File: config.mk
export PLATFORM = sky130hd
export DESIGN_NAME = adv7393_line_serializer
export DESIGN_NICKNAME = d
export VERILOG_FILES = /design/src/rtl/adv7393_line_serializer.sv
export SDC_FILE = /design/constraint.sdc
export NUM_CORES = 1
export LEC_CHECK = 0
export CORE_MARGIN = 5
export CORE_UTILIZATION = 30
export CTS_CLUSTER_SIZE = 12
export DETAILED_ROUTE_END_ITERATION = 7
export HOLD_SLACK_MARGIN = 0.03
export PLACE_DENSITY = 0.54
export SLEW_MARGIN = 20
export SYNTH_ARGS = -nofsm -noshare
export SYNTH_HDL_FRONTEND = slang
export SYNTH_SLANG_ARGS = --single-unit
export TNS_END_PERCENT = 1
File: constraint.sdc
create_clock -name clk -period 15.27 [get_ports clk]
set_input_delay 3.054 -clock clk [delete_from_list [all_inputs] [get_ports clk]]
set_output_delay 3.054 -clock clk [all_outputs]
set_load 0.01 [all_outputs]
File: src/rtl/adv7393_line_serializer.sv
// adv7393_line_serializer: turns compressed pixel symbols into the timed 4:2:2
// sample stream for the ADV7393 pixel bus. Line/frame timing, blanking, picture
// window and underflow detection are generated here.
// Optional build macro ADV7393_TRC_EN: BT.656 EAV/SAV timing reference codes
// replace the blank samples at the edges of the blanking interval.
module adv7393_line_serializer #(
    parameter int PIXELS_PER_SYMBOL = 4,
    parameter int COMP_W            = 8,
    parameter int OUT_DWIDTH        = 10,
    parameter int CNT_W             = 12,
    parameter int HSYNC_W           = 4
) (
    input  logic                                  clk,
    input  logic                                  rst,
    input  logic                                  en,
    input  logic [CNT_W-1:0]                      cfg_blank_len,
    input  logic [CNT_W-1:0]                      cfg_active_len,
    input  logic [CNT_W-1:0]                      cfg_lines,
    input  logic [CNT_W-1:0]                      cfg_act_start,
    input  logic [CNT_W-1:0]                      cfg_act_stop,
    input  logic [CNT_W-1:0]                      cfg_field_line,
    input  logic [2*COMP_W*PIXELS_PER_SYMBOL-1:0] s_data,
    input  logic                                  s_valid,
    output logic                                  s_ready,
    output logic [OUT_DWIDTH-1:0]                 dout,
    output logic                                  hsync,
    output logic                                  frame_start,
    output logic                                  underflow,
    input  logic                                  underflow_clr
);

    localparam int PIX_W = 2 * COMP_W;
    localparam int SYM_W = PIX_W * PIXELS_PER_SYMBOL;
    localparam int GRP_W = $clog2(2 * PIXELS_PER_SYMBOL);
    localparam int SHIFT = OUT_DWIDTH - COMP_W;

    localparam logic [OUT_DWIDTH-1:0] BLANK_CBCR = OUT_DWIDTH'(8'h80) << (OUT_DWIDTH - 8);
    localparam logic [OUT_DWIDTH-1:0] BLANK_Y    = OUT_DWIDTH'(8'h10) << (OUT_DWIDTH - 8);

    typedef enum logic [1:0] {S_IDLE, S_BLANK, S_ACTIVE} state_t;

    state_t                  state_q, state_d;
    logic [CNT_W-1:0]        tick_q, tick_d;
    logic [CNT_W-1:0]        line_q, line_d;
    logic                    grp_ok_q, grp_ok_d;
    logic [OUT_DWIDTH-1:0]   dout_q, dout_d;
    logic                    hsync_q, hsync_d;
    logic                    fs_q, fs_d;
    logic                    uf_q, uf_d;
    logic [SYM_W-1:0]        sym_q;
    logic                    sym_load;

    logic                    picture;
    logic [GRP_W-1:0]        grp;
    logic [GRP_W-1:0]        pix_sel;
    logic [PIX_W-1:0]        cur_pix;
    logic [OUT_DWIDTH-1:0]   blank_val;
    logic                    last_blank;
    logic                    last_active;
    logic                    last_line;

    // Left-justify a stored component onto the output bus.
    function automatic logic [OUT_DWIDTH-1:0] map_comp(input logic [COMP_W-1:0] c);
        return OUT_DWIDTH'(c) << SHIFT;
    endfunction

    assign picture     = (line_q >= cfg_act_start) && (line_q < cfg_act_stop);
    assign grp         = tick_q[GRP_W-1:0];
    assign pix_sel     = grp >> 1;
    assign cur_pix     = sym_q[int'(pix_sel) * PIX_W +: PIX_W];
    assign blank_val   = tick_q[0] ? BLANK_Y : BLANK_CBCR;
    assign last_blank  = (tick_q == cfg_blank_len - CNT_W'(1));
    assign last_active = (tick_q == cfg_active_len - CNT_W'(1));
    assign last_line   = (line_q == cfg_lines - CNT_W'(1));

`ifdef ADV7393_TRC_EN
    localparam int TRC_W = OUT_DWIDTH + 10;
    localparam logic [TRC_W-1:0]      TRC_FF_WIDE = TRC_W'(10'h3FF) << OUT_DWIDTH;
    localparam logic [OUT_DWIDTH-1:0] TRC_FF      = TRC_FF_WIDE[TRC_W-1 -: OUT_DWIDTH];

    logic                  trc_hit;
    logic                  trc_f, trc_v, trc_h;
    logic [1:0]            trc_idx;
    logic [7:0]            trc_xy;
    logic [OUT_DWIDTH-1:0] trc_word;

    // EAV occupies the first four blanking ticks, SAV the last four.
    always_comb begin
        trc_hit = 1'b0;
        trc_h   = 1'b0;
        trc_idx = 2'd0;
        trc_f   = (line_q >= cfg_field_line);
        trc_v   = ~picture;
        if (tick_q < CNT_W'(4)) begin
            trc_hit = 1'b1;
            trc_h   = 1'b1;
            trc_idx = tick_q[1:0];
        end else if (tick_q >= cfg_blank_len - CNT_W'(4)) begin
            trc_hit = 1'b1;
            trc_idx = tick_q[1:0] - cfg_blank_len[1:0];
        end
        trc_xy = {1'b1, trc_f, trc_v, trc_h, trc_v ^ trc_h, trc_f ^ trc_h,
                  trc_f ^ trc_v, trc_f ^ trc_v ^ trc_h};
        case (trc_idx)
            2'd0:    trc_word = TRC_FF;
            2'd3:    trc_word = OUT_DWIDTH'(trc_xy) << (OUT_DWIDTH - 8);
            default: trc_word = '0;
        endcase
    end
`else
    logic unused_field_line;
    assign unused_field_line = ^cfg_field_line;
`endif

    // Next-state, counters and the sample for the current tick.
    always_comb begin
        // NOTE: every output of this block gets a default first, so no path can infer a latch.
        state_d  = state_q;
        tick_d   = tick_q;
        line_d   = line_q;
        grp_ok_d = grp_ok_q;
        dout_d   = '0;
        hsync_d  = 1'b0;
        fs_d     = 1'b0;
        s_ready  = 1'b0;
        sym_load = 1'b0;
        uf_d     = uf_q & ~underflow_clr;
        case (state_q)
            S_IDLE: begin
                tick_d   = '0;
                line_d   = '0;
                grp_ok_d = 1'b0;
                if (en) state_d = S_BLANK;
            end
            S_BLANK: begin
                dout_d = blank_val;
`ifdef ADV7393_TRC_EN
                if (trc_hit) dout_d = trc_word;
`endif
                hsync_d = (tick_q < CNT_W'(HSYNC_W));
                fs_d    = (line_q == '0) && (tick_q == '0);
                if (last_blank) begin
                    tick_d  = '0;
                    state_d = S_ACTIVE;
                end else begin
                    tick_d = tick_q + CNT_W'(1);
                end
            end
            S_ACTIVE: begin
                dout_d = blank_val;
                if (picture) begin
                    if (grp == '0) begin
                        if (s_valid) begin
                            s_ready  = 1'b1;
                            sym_load = 1'b1;
                            grp_ok_d = 1'b1;
                            dout_d   = map_comp(s_data[COMP_W-1:0]);
                        end else begin
                            grp_ok_d = 1'b0;
                            uf_d     = 1'b1;
                        end
                    end else if (grp_ok_q) begin
                        dout_d = tick_q[0] ? map_comp(cur_pix[PIX_W-1:COMP_W])
                                           : map_comp(cur_pix[COMP_W-1:0]);
                    end
                end
                if (last_active) begin
                    tick_d   = '0;
                    grp_ok_d = 1'b0;
                    line_d   = last_line ? '0 : line_q + CNT_W'(1);
                    state_d  = en ? S_BLANK : S_IDLE;
                end else begin
                    tick_d = tick_q + CNT_W'(1);
                end
            end
            default: state_d = S_IDLE;
        endcase
    end

    // State, counters and registered outputs.
    always_ff @(posedge clk or posedge rst) begin
        if (rst) begin
            state_q  <= S_IDLE;
            tick_q   <= '0;
            line_q   <= '0;
            grp_ok_q <= 1'b0;
            dout_q   <= '0;
            hsync_q  <= 1'b0;
            fs_q     <= 1'b0;
            uf_q     <= 1'b0;
        end else begin
            // NOTE: non-blocking updates so every register samples pre-edge values.
            state_q  <= state_d;
            tick_q   <= tick_d;
            line_q   <= line_d;
            grp_ok_q <= grp_ok_d;
            dout_q   <= dout_d;
            hsync_q  <= hsync_d;
            fs_q     <= fs_d;
            uf_q     <= uf_d;
        end
    end

    // Symbol holding register, loaded on each accepted symbol.
    always_ff @(posedge clk) begin
        // NOTE: data-only register left out of reset; grp_ok_q gates any use of stale contents.
        if (sym_load) sym_q <= s_data;
    end

    assign dout        = dout_q;
    assign hsync       = hsync_q;
    assign frame_start = fs_q;
    assign underflow   = uf_q;

endmodule

==> results.tsv, run 1 <==
stage	metric	value	unit
power	Sw Share	27.1	%
worst_hold_path	Worst Hold Class	reg -> reg	
power	Worst VDD drop	0.0611	mV
floorplan	Ports	155	
worst_hold_path	Hold Crit Start	underflow	
detailed_routing	wire length on met2	7.94	mm
grt	antenna violations before repair	2	
synthesis	Gate Count Post-Synth	614	
grt	Remaining Overflow, GRT	0	
clock_network	Clk Latency, worst-skew pair	0.35	ns
timing	unrepaired setup endpoints after global routing	false	
timing	final hold vios	0	
worst_setup_path	crit path from	cfg_act_stop[5]	
timing	Fin Clk Skew	0.00724	ns
synthesis	Yosys reg bits	102	
power	Comb pwr share	22.1	%
grt	GRT Total Usage	13.9	%
synthesis	mux share of post-synthesis cell area	6.08	%
power	Clock power frac	35.4	%
synthesis	XOR/XNOR share of the synthesized area	5.85	%
synthesis	top post-synthesis cells by area	edfxtp_1, dfrtp_1, ha_1	
job	Max-cap violations	0	
placed_design	RD Place Congestion	0.791	
floorplan	Die Width	156	um
synthesis	largest family of logic cells by synthesized area	simple AND/OR/NAND/NOR gates	
power	P_int	0.518	mW
synthesis	Async SR Flop Fraction	37.3	%
timing	final setup margin	5.25	ns
worst_setup_path	Setup CP Type	in -> out	
floorplan	initial core utilization	30.5	%
worst_setup_path	Crit. End Element	output port	
floorplan	row count	53	
detailed_routing	initial DRC count	270	
clock_network	clock sink count	102	
clock_network	Post-CTS Hold Buffers	0	
timing	Period minus WS final	10.02	ns
detailed_routing	# DRC	0	
detailed_routing	WL final	17.0	mm
detailed_routing	WL met3	1.13	mm
timing	setup violators final	0	
worst_setup_path	CP Max Fanout	65	
power	Power, Total	0.711	mW
finish	Final Util	39.8	%
finish	layout cells sized above 1	7.55	%
finish	fillers	2056	
finish	number of nets in the layout	913	
clock_network	root buffer cell	clkbuf_16	
synthesis	Unique masters post-synth	72	
finish	area of the multi-input gates	0.00323	mm^2
finish	Reg area	0.00287	mm^2
worst_setup_path	WP data arrival	6.97	ns
synthesis	Compound-Gate Fraction of Synth Area	13.9	%
synthesis	syn avg cell area	10.5	um^2
clock_network	TritonCTS clock tree	yes	
detailed_routing	DR top layer	met5	
timing	Sum Neg Setup Slack	0	ns
clock_network	clk buf depth	2	
detailed_routing	routed vias/inst	5.08	
clock_network	setup bufs post-CTS	0	
floorplan	core box area	0.0211	mm^2
clock_network	clock slew at reported path FFs	0.07	ns
synthesis	number of synthesized flops with an enable pin	64	
synthesis	Post-Syn Area	0.00644	mm^2
floorplan	die area	0.0245	mm^2
power	pwr dens	84.8	mW/mm^2
power	part of the power in registers	42.5	%
timing	Worst slew margin	34.5	%
clock_network	CTS-repair resized insts	0	
power	Sw Pwr	0.193	mW
detailed_routing	DRT met1 WL	7.69	mm
power	LEAKAGE	3.22	nW
grt	largest net degree at the start of global routing	66	
placed_design	Place WS	5.20	ns
timing	Final period util	65.6	%
synthesis	Syn. warnings	0	
detailed_routing	DR WL/cell	16.7	um
detailed_routing	First-pass DRT Iterations	5	
timing	Final Max Slew Viols	0	
worst_setup_path	R2R Path Start	line_q[5]	
synthesis	count leader, synth	edfxtp_1	
detailed_routing	Final ANT Viol Nets	0	
timing	Fmax	99.8	MHz
floorplan	Die H	156	um
finish	Antenna diodes	0	
timing	actual slew at the worst max-slew pin	0.976	ns
worst_setup_path	data required time of the worst path	12.22	ns
synthesis	ys flop type	edfxtp_1	
run_status	status	finished, final reports clean	
grt	number of global-route vias before repair	5319	
synthesis	Post-Synth Simple-Gate Area	17.4	%
clock_network	H-tree levels	3	
synthesis	Synth area leader	edfxtp_1	
clock_network	Num CTS Buffers	9	
synthesis	adder-cell share of the synthesized area	6.80	%
placed_design	dpl hpwl	12.8	mm
placed_design	IO buf count	140	
synthesis	area share of the largest cell type after synthesis	29.9	%
detailed_routing	Vias	5163	
synthesis	share of the yosys chip area belonging to registers	44.6	%
finish	Area Growth Syn to Fin	30.3	%
worst_setup_path	CP Launch Type	primary input	
grt	wire length of the first global-routing pass	27.2	mm
synthesis	synth cell count leaders	edfxtp_1, nand2_1, inv_1	
==> routing by layer <==
metal	up-vias	track usage, %
met5	-	0
met4	4	3.55
met3	18	3.46
met2	155	22.5
met1	2485	18.6
li1	2501	-
==> layout by cell type, fill, tap and decap left out, types with 11 or more instances in the layout <==
master	synthesis	layout
a21oi_1	34	34
o21ai_0	23	23
nor4_1	11	11
mux4_2	16	16
nor2_1	21	20
xnor2_1	24	24
clkdlybuf4s50_1	0	140
nand2b_1	11	11
ha_1	35	35
inv_1	45	44
nand3_1	15	15
xor2_1	19	19
edfxtp_1	64	64
nor3_1	16	16
dfrtp_1	38	38
nand2_1	63	63
a21o_1	19	19
==> path summary, 6_finish.rpt <==
| check | endpoint | cells past startpoint | slack (ns) |
|---|---|---|---|
| hold / removal | underflow | 2 | 0.55 |
| min in group asynchronous | line_q[3] | 3 | 3.16 |
| max in group asynchronous | tick_q[11] | 3 | 11.74 |
| setup reg to reg | sym_q[21] | 9 | 11.59 |
| hold reg to reg | underflow | 2 | 0.55 |
| setup / recovery | s_ready | 12 | 5.25 |
==> flip-flops by register name, indices dropped and copies added (netlist names) <==
name and count:
hsync 1, grp_ok_q 1, state_q 2, tick_q 12
sym_q 64, underflow 1, dout 8, line_q 12
frame_start 1
==> power groups by stage <==
| stage | Clock, mW | Combinational, mW | Sequential [mW] |
|---|---|---|---|
| floorplan | 0 | 0.0799 | 0.311 |
| global placement | 0 | 0.154 | 0.309 |
| detailed placement | 0 | 0.158 | 0.309 |
| CTS | 0.259 | 0.159 | 0.303 |
| global route | 0.270 | 0.172 | 0.303 |
| finish | 0.252 | 0.157 | 0.303 |
==> cells by family (layout without fill, tap and decap cells) <==
| logic type | after synthesis | after routing |
|---|---|---|
| buffers and inverters | 80 | 207 |
| XOR/XNOR | 43 | 43 |
| multiplexers | 19 | 19 |
| other | 1 | 2 |
| adder cells (fa/ha/maj) | 35 | 35 |
| AO/OA/AOI/OAI | 128 | 128 |
| AND/OR/NAND/NOR | 206 | 206 |
| flip-flops | 102 | 102 |
==> critical path, cell delays in order <==
cell	delay, ns
clkdlybuf4s50_1	0.45
inv_1	0.04
ha_1	0.30
a21o_1	0.16
a21o_1	0.16
a21oi_1	0.13
o21ai_0	0.18
a2111oi_2	0.75
nand2_1	0.25
nor2_4	0.12
buf_4	0.64
clkdlybuf4s50_1	0.68
==> layout make-up <==
type / count / area share, %
inverters: 45 / 2.01
multi-input cells: 433 / 38.5
well taps: 275 / 4.10
clock buffers: 10 / 2.73
clock inverters: 6 / 1.10
flip-flops and latches: 102 / 34.3
repair buffers: 146 / 17.2
==> stage by stage <==
stage / hold slack [ns] / area (um^2) / instances
4_1_cts: 0.549 / 8390 / 1017
5_1_grt: 0.578 / 8390 / 1017
6_report: 0.548 / 8390 / 1017
3_5_place_dp: 0.536 / 8060 / 1001
2_1_floorplan: 0.527 / 6440 / 615
3_3_place_gp: 0.526 / 8060 / 1001
No activity file was read; power rests on OpenSTA's default activity.
==> inputs of run 2 (changes only) <==
--- a/config.mk
+++ b/config.mk
@@ -10,7 +10,7 @@
 export CTS_CLUSTER_SIZE = 12
 export DETAILED_ROUTE_END_ITERATION = 7
 export HOLD_SLACK_MARGIN = 0.03
-export PLACE_DENSITY = 0.54
+export PLACE_DENSITY = 0.56
 export SLEW_MARGIN = 20
 export SYNTH_ARGS = -nofsm -noshare
 export SYNTH_HDL_FRONTEND = slang
==> constraint.sdc (replaced) <==
create_clock -name clk -period 9 [get_ports clk]
set_input_delay 1.8 -clock clk [delete_from_list [all_inputs] [get_ports clk]]
set_output_delay 1.8 -clock clk [all_outputs]
set_load 0.01 [all_outputs]
==> run 2 against run 1 <==
Net effect: total power grew 64%; combinational power grew 56%; critical path depth shrank 1; global-route usage shrank 0.47 points; via count shrank 4.5%; cell count shrank 0.20%; sequential cell count is the same; sequential power grew 73%; critical path type unchanged; non-clock buffer count shrank 2.
==> results.tsv, run 2 (synthesized netlist as in run 1, its figures left out) <==
stage	metric	value	unit	change
run_status	status	finished, final reports clean		unchanged
clock_network	CTS-repair resized insts	0		unchanged
worst_setup_path	Crit. End Element	output port		unchanged
grt	largest net degree at the start of global routing	65		was 66
floorplan	Die Width	156	um	unchanged
floorplan	Die H	156	um	unchanged
grt	antenna violations before repair	1		was 2
timing	Final period util	74.3	%	
finish	Area Growth Syn to Fin	29.5	%	was 30.3%
clock_network	clock sink count	102		unchanged
grt	Remaining Overflow, GRT	0		unchanged
worst_setup_path	Setup CP Type	in -> out		unchanged
detailed_routing	Vias	4932		was 5,163
finish	fillers	2059		was 2,056
clock_network	H-tree levels	3		unchanged
placed_design	Cells after DPL	999		was 1,001
clock_network	TritonCTS clock tree	yes		unchanged
detailed_routing	DR WL/cell	16.1	um	was 16.7 um
worst_setup_path	WP data arrival	4.89	ns	was 6.97 ns
clock_network	root buffer cell	clkbuf_16		unchanged
worst_setup_path	R2R Path End	tick_q[9]		was sym_q[21]
finish	Largest regs	sym_q: 64 flops, line_q: 12 flops, tick_q: 12 flops		unchanged
worst_setup_path	R2R Path Start	tick_q[0]		was line_q[5]
finish	Antenna diodes	0		unchanged
finish	Largest Register	sym_q		unchanged
timing	unrepaired setup endpoints after global routing	false		unchanged
detailed_routing	First-pass DRT Iterations	4		was 5
finish	commonest non-fill, non-tap cells in the layout	clkdlybuf4s50_1, edfxtp_1, nand2_1, inv_1, dfrtp_1		unchanged
timing	actual slew at the worst max-slew pin	0.998	ns	was 0.976 ns
clock_network	clk buf depth	2		unchanged
worst_setup_path	worst reg-to-reg path cell count	7		was 9
detailed_routing	# DRC	0		unchanged
placed_design	dpl hpwl	12.1	mm	was 12.8 mm
finish	Non-Filler Instances	1015		was 1,017
power	LEAKAGE	3.20	nW	was 3.22 nW
timing	Fmax	149	MHz	
clock_network	Post-CTS Hold Buffers	0		unchanged
clock_network	clock slew at reported path FFs	0.07	ns	about the same
timing	setup violators final	0		unchanged
clock_network	Clk Latency, worst-skew pair	0.36	ns	was 0.35 ns
floorplan	row count	53		unchanged
finish	commonest non-fill, non-tap cell in the layout	clkdlybuf4s50_1		unchanged
detailed_routing	Final ANT Viol Nets	0		unchanged
worst_setup_path	CP Launch Type	primary input		unchanged
worst_hold_path	Hold Crit Start	underflow		unchanged
worst_setup_path	data required time of the worst path	7.20	ns	was 12.22 ns
timing	final hold vios	0		unchanged
finish	number of nets in the layout	911		was 913
power	pwr dens	139	mW/mm^2	was 84.8 mW/mm^2
placed_design	IO buf count	140		unchanged
worst_setup_path	CP Max Fanout	7		was 65
detailed_routing	WL final	16.4	mm	was 17.0 mm
grt	number of global-route vias before repair	4907		was 5,319
placed_design	RD Place Congestion	0.809		was 0.791
finish	Final Util	39.5	%	was 39.8%
finish	layout cells sized above 1	7.57	%	was 7.55%
clock_network	setup bufs post-CTS	0		unchanged
grt	wire length of the first global-routing pass	25.9	mm	was 27.2 mm
power	Worst VDD drop	0.0958	mV	was 0.0611 mV
detailed_routing	routed vias/inst	4.86		was 5.08
clock_network	Num CTS Buffers	9		unchanged
timing	Fin Clk Skew	0.00897	ns	was 0.00724 ns
floorplan	initial core utilization	30.5	%	unchanged
timing	Sum Neg Setup Slack	0	ns	unchanged
grt	GRT Total Usage	13.4	%	was 13.9%
worst_hold_path	Worst Hold Path Cells	2		unchanged
timing	Worst slew margin	33.0	%	was 34.5%
timing	Period minus WS final	6.69	ns	
worst_hold_path	Worst Hold End	underflow		unchanged
floorplan	core box area	0.0211	mm^2	unchanged
floorplan	Ports	155		unchanged
floorplan	die area	0.0245	mm^2	unchanged
detailed_routing	initial DRC count	230		was 270
timing	worst hold slack	0.563	ns	was 0.548 ns
timing	Final Max Slew Viols	0		unchanged
finish	max reg flops	64		unchanged
worst_setup_path	reg2reg setup slack	5.23	ns	was 11.59 ns
worst_hold_path	Worst Hold Class	reg -> reg		unchanged
job	Max-cap violations	0		unchanged
run 2: changes by cell type in the layout (fill, tap and decap cells not counted):
cell,change
clkinv_1,-2
bufinv_16,-2
buf_4,-2
inv_6,+2
inv_8,+2
clkinv_4,-1
inv_2,+1
run 2: worst max path at each step:
stage	start	end	slack [ns]	cells past startpoint
6_report	cfg_act_stop[5]	s_ready	2.31	11
5_1_grt	cfg_act_stop[5]	s_ready	2.07	11
4_1_cts	cfg_act_stop[5]	s_ready	2.27	11
3_5_place_dp	cfg_act_stop[5]	s_ready	2.28	11
3_3_place_gp	cfg_act_stop[5]	s_ready	2.26	11
2_1_floorplan	cfg_act_stop[5]	s_ready	1.07	9
run 2: cell type report:
type | count | area [um^2] | area share, %
multi-input cells | 433 | 3230 | 38.8
repair buffers | 144 | 1430 | 17.2
clock inverters | 6 | 60.1 | 0.720
well taps | 275 | 344 | 4.13
inverters | 45 | 169 | 2.03
clock buffers | 10 | 229 | 2.75
flip-flops and latches | 102 | 2870 | 34.5
run 2: metrics by stage:
step           total power [mW]  area (um^2)  setup slack (ns)
3_5_place_dp              0.784         8050              2.28
3_3_place_gp              0.784         8050              2.26
6_report                   1.16         8340              2.31
4_1_cts                    1.18         8340              2.27
5_1_grt                    1.22         8340              2.07
2_1_floorplan             0.663         6440              1.07
run 2: critical path, stage by stage:
cell and delay [ns]:
clkdlybuf4s50_1 0.46, inv_1 0.04, ha_1 0.30, a21o_1 0.16
a21o_1 0.16, a21oi_1 0.13, o21ai_0 0.14, a2111oi_2 0.69
nand2_1 0.26, nor2_4 0.14, clkdlybuf4s50_1 0.59
run 2: where the power goes:
group / total, mW / leakage (nW) / switching [mW] / internal, mW
registers: 0.525 / 1.10 / 0.0173 / 0.508
clock network: 0.392 / 0.144 / 0.195 / 0.197
logic: 0.245 / 1.96 / 0.123 / 0.122
run 2: routing by layer:
metal | vias to the layer above | track usage (%) | part of all wire [%] | wire, um
li1 | 2488 | - | - | -
met1 | 2301 | 16.8 | 44 | 7240
met2 | 126 | 22.1 | 47 | 7690
met3 | 15 | 5.37 | 8.0 | 1310
met4 | 2 | 2.60 | 0.84 | 138
met5 | - | 0 | 0.043 | 7
